===== config.mk =====
export PLATFORM = sky130hd
export DESIGN_NAME = seven_stage_memory_arbiter
export DESIGN_NICKNAME = d
export VERILOG_FILES = /design/src/rtl/seven_stage_memory_arbiter_pkg.sv /design/src/rtl/seven_stage_memory_arbiter_tag_fifo.sv /design/src/rtl/seven_stage_memory_arbiter.sv
export SDC_FILE = /design/constraint.sdc
export NUM_CORES = 1
export LEC_CHECK = 0
export BUFFER_PORTS_ARGS = -buffer_cell sky130_fd_sc_hd__buf_2
export CORE_AREA = 2 2 115 117
export CTS_CLUSTER_DIAMETER = 30
export CTS_CLUSTER_SIZE = 16
export DETAILED_ROUTE_END_ITERATION = 7
export DIE_AREA = 0 0 117 119
export PLACE_DENSITY_LB_ADDON = 0.3
export SETUP_SLACK_MARGIN = 0.1
export SLEW_MARGIN = 15
export SYNTH_ARGS = -nofsm -noshare
export SYNTH_HDL_FRONTEND = slang
export SYNTH_SLANG_ARGS = --single-unit

===== constraint.sdc =====
create_clock -name clock -period 2.8 [get_ports clock]
set_input_delay 0.14 -clock clock [delete_from_list [all_inputs] [get_ports clock]]
set_output_delay 0.14 -clock clock [all_outputs]
set_load 0.01 [all_outputs]

===== src/rtl/seven_stage_memory_arbiter_pkg.sv =====
// ============================================================================
// Module      : seven_stage_memory_arbiter_pkg
// Description : Shared tag/state encodings and log2 helper for the arbiter.
// Revision    : 1.0 - initial release
// ============================================================================
`default_nettype none

package seven_stage_memory_arbiter_pkg;

  localparam logic TAG_FETCH = 1'b0;
  localparam logic TAG_DATA  = 1'b1;

  typedef enum logic [0:0] {
    PRIO_DATA  = 1'b0,
    PRIO_FETCH = 1'b1
  } arb_state_e;

  // Ceiling log2; exact for the power-of-two queue depth.
  function automatic int log2(input int value);
    int r;
    r = 0;
    while ((1 << r) < value) r++;
    return r;
  endfunction

endpackage

`default_nettype wire


===== src/rtl/seven_stage_memory_arbiter_tag_fifo.sv =====
// ============================================================================
// Module      : arbiter_tag_fifo
// Description : 1-bit synchronous FIFO recording the source of each request.
// Revision    : 1.0 - initial release
// ============================================================================
`default_nettype none

module arbiter_tag_fifo
  import seven_stage_memory_arbiter_pkg::*;
#(
  parameter int DEPTH = 4
) (
  input  logic                   clock,
  input  logic                   reset,
  input  logic                   push_i,
  input  logic                   pop_i,
  input  logic                   tag_i,
  output logic                   tag_o,
  output logic                   full_o,
  output logic                   empty_o,
  output logic [log2(DEPTH):0]   count_o
);

  localparam int PW = log2(DEPTH);
  localparam logic [PW-1:0] C_PTR_ONE = PW'(1);
  localparam logic [PW:0]   C_CNT_ONE = (PW + 1)'(1);
  localparam logic [PW:0]   C_DEPTH   = (PW + 1)'(DEPTH);

  logic [DEPTH-1:0] mem_q;
  logic [PW-1:0]    wr_ptr_q;
  logic [PW-1:0]    rd_ptr_q;
  logic [PW:0]      count_q;
  logic             do_push;
  logic             do_pop;

  assign full_o  = (count_q == C_DEPTH);
  assign empty_o = (count_q == '0);
  assign count_o = count_q;
  assign tag_o   = mem_q[rd_ptr_q];
  assign do_push = push_i && !full_o;
  assign do_pop  = pop_i && !empty_o;

  always_ff @(posedge clock) begin
    if (reset) begin
      wr_ptr_q <= '0;
      rd_ptr_q <= '0;
      count_q  <= '0;
    end else begin
      if (do_push) wr_ptr_q <= wr_ptr_q + C_PTR_ONE;
      if (do_pop)  rd_ptr_q <= rd_ptr_q + C_PTR_ONE;
      if (do_push && !do_pop)      count_q <= count_q + C_CNT_ONE;
      else if (!do_push && do_pop) count_q <= count_q - C_CNT_ONE;
    end
  end

  always_ff @(posedge clock) begin
    if (do_push) mem_q[wr_ptr_q] <= tag_i;
  end

endmodule

`default_nettype wire


===== src/rtl/seven_stage_memory_arbiter.sv =====
// ============================================================================
// Module      : seven_stage_memory_arbiter
// Description : Data-first fetch/data arbiter for one pipelined memory port.
// Revision    : 1.0 - initial release
// ============================================================================
`default_nettype none

module seven_stage_memory_arbiter
  import seven_stage_memory_arbiter_pkg::*;
#(
  parameter int DATA_WIDTH      = 32,
  parameter int ADDRESS_BITS    = 20,
  parameter int MAX_OUTSTANDING = 4,
  parameter int STARVE_LIMIT    = 4
) (
  input  logic                             clock,
  input  logic                             reset,
  input  logic                             i_read,
  input  logic [ADDRESS_BITS-1:0]          i_address,
  output logic                             i_ready,
  output logic                             i_valid,
  output logic [DATA_WIDTH-1:0]            i_data_out,
  output logic [ADDRESS_BITS-1:0]          i_address_out,
  input  logic                             d_read,
  input  logic                             d_write,
  input  logic [ADDRESS_BITS-1:0]          d_address,
  input  logic [DATA_WIDTH-1:0]            d_data_in,
  output logic                             d_ready,
  output logic                             d_valid,
  output logic [DATA_WIDTH-1:0]            d_data_out,
  output logic [ADDRESS_BITS-1:0]          d_address_out,
  output logic                             mem_read,
  output logic                             mem_write,
  output logic [ADDRESS_BITS-1:0]          mem_address,
  output logic [DATA_WIDTH-1:0]            mem_data_in,
  input  logic                             mem_ready,
  input  logic                             mem_valid,
  input  logic [DATA_WIDTH-1:0]            mem_data_out,
  input  logic [ADDRESS_BITS-1:0]          mem_address_out,
  output logic [log2(MAX_OUTSTANDING):0]   outstanding,
  output logic                             protocol_error
);

  localparam int CW = log2(STARVE_LIMIT) + 1;
  localparam logic [CW-1:0] C_STARVE  = CW'(STARVE_LIMIT);
  localparam logic [CW-1:0] C_CNT_ONE = CW'(1);

  arb_state_e    state_q, state_d;
  logic [CW-1:0] starve_q, starve_d;
  logic          perr_q;

  logic fifo_full, fifo_empty, head_tag;
  logic data_req, can_issue, grant_f, grant_d, push, pop;

  assign data_req  = d_read || d_write;
  assign can_issue = !fifo_full && !reset;

  always_comb begin
    grant_f = 1'b0;
    grant_d = 1'b0;
    if (can_issue) begin
      if (state_q == PRIO_FETCH) begin
        grant_f = i_read;
        grant_d = !i_read && data_req;
      end else begin
        grant_d = data_req;
        grant_f = !data_req && i_read;
      end
    end
  end

  assign mem_read    = grant_f || (grant_d && d_read);
  assign mem_write   = grant_d && d_write;
  assign mem_address = grant_f ? i_address : d_address;
  assign mem_data_in = d_data_in;
  assign i_ready     = grant_f && mem_ready;
  assign d_ready     = grant_d && mem_ready;

  // Stores never answer, so only loads and fetches occupy a tag slot.
  assign push = i_ready || (d_ready && d_read);
  assign pop  = mem_valid && !fifo_empty && !reset;

  assign i_valid       = pop && (head_tag == TAG_FETCH);
  assign d_valid       = pop && (head_tag == TAG_DATA);
  assign i_data_out    = mem_data_out;
  assign d_data_out    = mem_data_out;
  assign i_address_out = mem_address_out;
  assign d_address_out = mem_address_out;
  assign protocol_error = perr_q;

  arbiter_tag_fifo #(
    .DEPTH (MAX_OUTSTANDING)
  ) u_tag_fifo (
    .clock   (clock),
    .reset   (reset),
    .push_i  (push),
    .pop_i   (pop),
    .tag_i   (d_ready ? TAG_DATA : TAG_FETCH),
    .tag_o   (head_tag),
    .full_o  (fifo_full),
    .empty_o (fifo_empty),
    .count_o (outstanding)
  );

  always_comb begin
    starve_d = starve_q;
    state_d  = state_q;
    if (i_ready) begin
      starve_d = '0;
      state_d  = PRIO_DATA;
    end else if (!i_read) begin
      starve_d = '0;
    end else if (d_ready && starve_q < C_STARVE) begin
      starve_d = starve_q + C_CNT_ONE;
    end
    if (!i_ready && starve_d >= C_STARVE) state_d = PRIO_FETCH;
  end

  always_ff @(posedge clock) begin
    if (reset) begin
      state_q  <= PRIO_DATA;
      starve_q <= '0;
      perr_q   <= 1'b0;
    end else begin
      state_q  <= state_d;
      starve_q <= starve_d;
      if (mem_valid && fifo_empty) perr_q <= 1'b1;
    end
  end

endmodule

`default_nettype wire


==> flow_summary_export.csv <==
group,metric,value,unit
finish,areaGrowthSynthToFinish,-17.2,%
setup_path,path_class,"reg -> reg",
pwr,seq_power_share,0.347,
grt,overflow,0,
finish,postLayoutCoreUtil,0.137,
sta,fmaxAchievable,406,MHz
setup_path,critical_path_arrival,2.64,ns
floorplan,rows,42,
pwr,p_switching,251,uW
clocking,post_cts_buffers,0,
clocking,clockBufferDepth,2,
setup_path,critPathMaxFanout,7,
floorplan,core-area,12900,um^2
floorplan,die_w,117,um
placement,portBuffers,76,
clocking,htree_levels,1,
yosys,syn_area,2130,um^2
yosys,synth_cells,246,
sta,timing.hold.ws,0.148,ns
routing,wl_per_cell,13.7,um
yosys,yosysMostFrequentCell,"buf_4",
clocking,cts_hold_buf,0,
sta,rsz0062_at_grt,"false",
floorplan,io_pins,297,
yosys,synth.avg_cell_area,8.67,um^2
yosys,yosys-top-cells-area,"buf_4, dfxtp_1, mux2_2, edfxtp_1, ha_1",
routing,drt-pass1-iter-count,3,
clocking,cts_tree,"done",
grt,grt_usage,0.0683,
routing,vias,1200,
sta,finalMaxSlewViolations,0,
floorplan,fp.dieH,119,um
placement,dpl.hpwl,4390,um
finish,instances_no_fill,362,
yosys,synthXorXnorAreaFrac,0.0164,
routing,drc,0,
pwr,p_per_area,475,nW/um^2
grt,grt_max_degree,23,
yosys,ys_ff_latch,16,
yosys,synthTopCellsByCount,"buf_4, mux2_2, dfxtp_1",
yosys,synthArstFlopShare,0,
clocking,cts_buffers,3,
setup_path,worstPathRequired,2.98,ns
status,outcome,"completed",
pwr,ir_worst_vdd,0.000161,V
yosys,ys_warn_count,0,
sta,worst_pin_slew,0.749,ns
yosys,synth_edf_count,4,
grt,antenna_found_initial,0,
routing,dr.first_iter.drc_count,38,
sta,fin_tns_setup,0,ns
routing,viasPerCell,3.31,
yosys,synth_adder_area_share,0.0446,
sta,finalHoldViolCount,0,
clocking,clk_latency,0.25,ns
clocking,root_buffer,"clkbuf_16",
yosys,ys_seq_area_frac,0.169,
floorplan,start_util,0.166,
pwr,p_sw_frac,0.299,
finish,nets,325,
sta,fin_crit_sh,0.879,
setup_path,worst_setup_path_start_kind,"flip-flop",
grt,grt_pass1_vias,1242,
yosys,netlist.area_leader.share,0.486,
finish,n_fill_cell,1498,
pwr,p_leak,0.793,nW
pwr,p_clk_frac,0.337,
clocking,clk_pin_slew_worst_paths,0.05,ns
clocking,clock_sinks,16,
sta,fin_skew,0.00288,ns
pwr,comb_power_share,0.315,
min_path,min_path_type,"in -> reg",
yosys,ys_types,35,
yosys,synth.largest_area_cell,"buf_4",
clocking,post_cts_resized,0,
routing,drt-total-wl,4970,um
pwr,power,838,uW
yosys,synth_mux_area_frac,0.121,
placement,globalplace.congestion,0.743,
yosys,synth_top_family_by_area,"buffers and inverters",
setup_path,rrSetupSlack,0.34,ns
finish,drive_gt1_frac,0.559,
placement,place_inst,358,
sta,slew-limit-headroom,0.498,
pwr,intPower,588,uW
finish,diodes,0,
floorplan,dieArea,13900,um^2
grt,grt_pass1_wl,7310,um
yosys,synth-simple-area-share,0.0874,
yosys,ys.flop_type,"dfxtp_1",
yosys,synth_compound_area_frac,0.0534,
sta,setup_viol,0,
routing,antenna_left,0,
run,maxCapViolations,0,
setup_path,endpoint_kind,"flip-flop",
yosys,synth_nets,384,
sta,fin_crit,2.46,ns
[layer usage]
| layer | share of wire | global-route usage | up-vias |
|---|---|---|---|
| met5 | 0 | 0 | - |
| met1 | 0.27 | 0.0548 | 529 |
| met4 | 0.046 | 0.0301 | 0 |
| met3 | 0.13 | 0.0361 | 27 |
| met2 | 0.55 | 0.132 | 103 |
| li1 | - | - | 541 |
[placed cells by master (no fill, tap or decap), types with 2 or more instances in the layout]
cell and count:
dfxtp_1 12, nand2_1 2, o21ai_0 4, edfxtp_1 4, nor2_1 9, and2_1 4, a21o_1 2, nor2b_1 2
or3_1 2, mux2_2 19, clkbuf_16 3, nand3b_1 2, nand3_1 3, ha_1 6, buf_2 76, inv_1 6
xor2_1 4, a21oi_1 6, nand2b_1 3
[critical path, stage by stage, from the launching register on]
cell	delay (ns)
dfxtp_1	0.42
or3b_1	0.32
and2_4	0.21
and3_4	0.22
ha_1	0.18
inv_1	0.06
fa_1	0.37
xor2_1	0.17
or3_1	0.30
a21oi_1	0.14
[area by class of cell]
class	instances	area (um^2)	share of cell area
flip-flops and latches	16	360	0.204
well taps	176	220	0.125
inverters	6	22.5	0.0127
clock buffers	3	75.1	0.0425
multi-input cells	83	697	0.394
clock inverters	1	3.75	0.00212
repair buffers	77	388	0.220
[power groups by stage]
stage               Clock [mW]  Combinational [mW]  Sequential [mW]
finish                   0.283               0.265            0.291
global route             0.309               0.298            0.297
CTS                      0.292               0.269            0.292
detailed placement           0               0.267            0.297
global placement             0               0.264            0.294
floorplan                    0               0.368            0.298
[kinds of logic after synthesis]
group	after synthesis
muxes	22
buffers and inverters	147
xor gates and xnor gates	4
and+or+nand+nor	33
AOI/OAI and AO/OA	17
DFF	16
adders and majority gates	7
[sequential cells by signal, indices dropped and copies added, names as in the netlist]
name / flops
u_tag_fifo.mem_q: 4
starve_q: 3
u_tag_fifo.count_o: 3
u_tag_fifo.rd_ptr_q: 2
u_tag_fifo.wr_ptr_q: 2
protocol_error: 1
state_q: 1
[worst paths after layout]
kind / from / to / cells after the start
setup reg to reg: u_tag_fifo.count_o[0] / u_tag_fifo.count_o[2] / 9
setup / recovery: u_tag_fifo.count_o[0] / u_tag_fifo.count_o[2] / 9
hold / removal: mem_valid / protocol_error / 3
hold reg to reg: protocol_error / protocol_error / 2
[through the flow]
stage | cell area [um^2] | setup WS (ns)
global route | 1770 | 0.180
detailed placement | 1680 | 0.367
global placement | 1680 | 0.444
finish | 1770 | 0.339
floorplan | 2130 | 0.468
CTS | 1760 | 0.350
No activity file was read; power rests on OpenSTA's default activity.
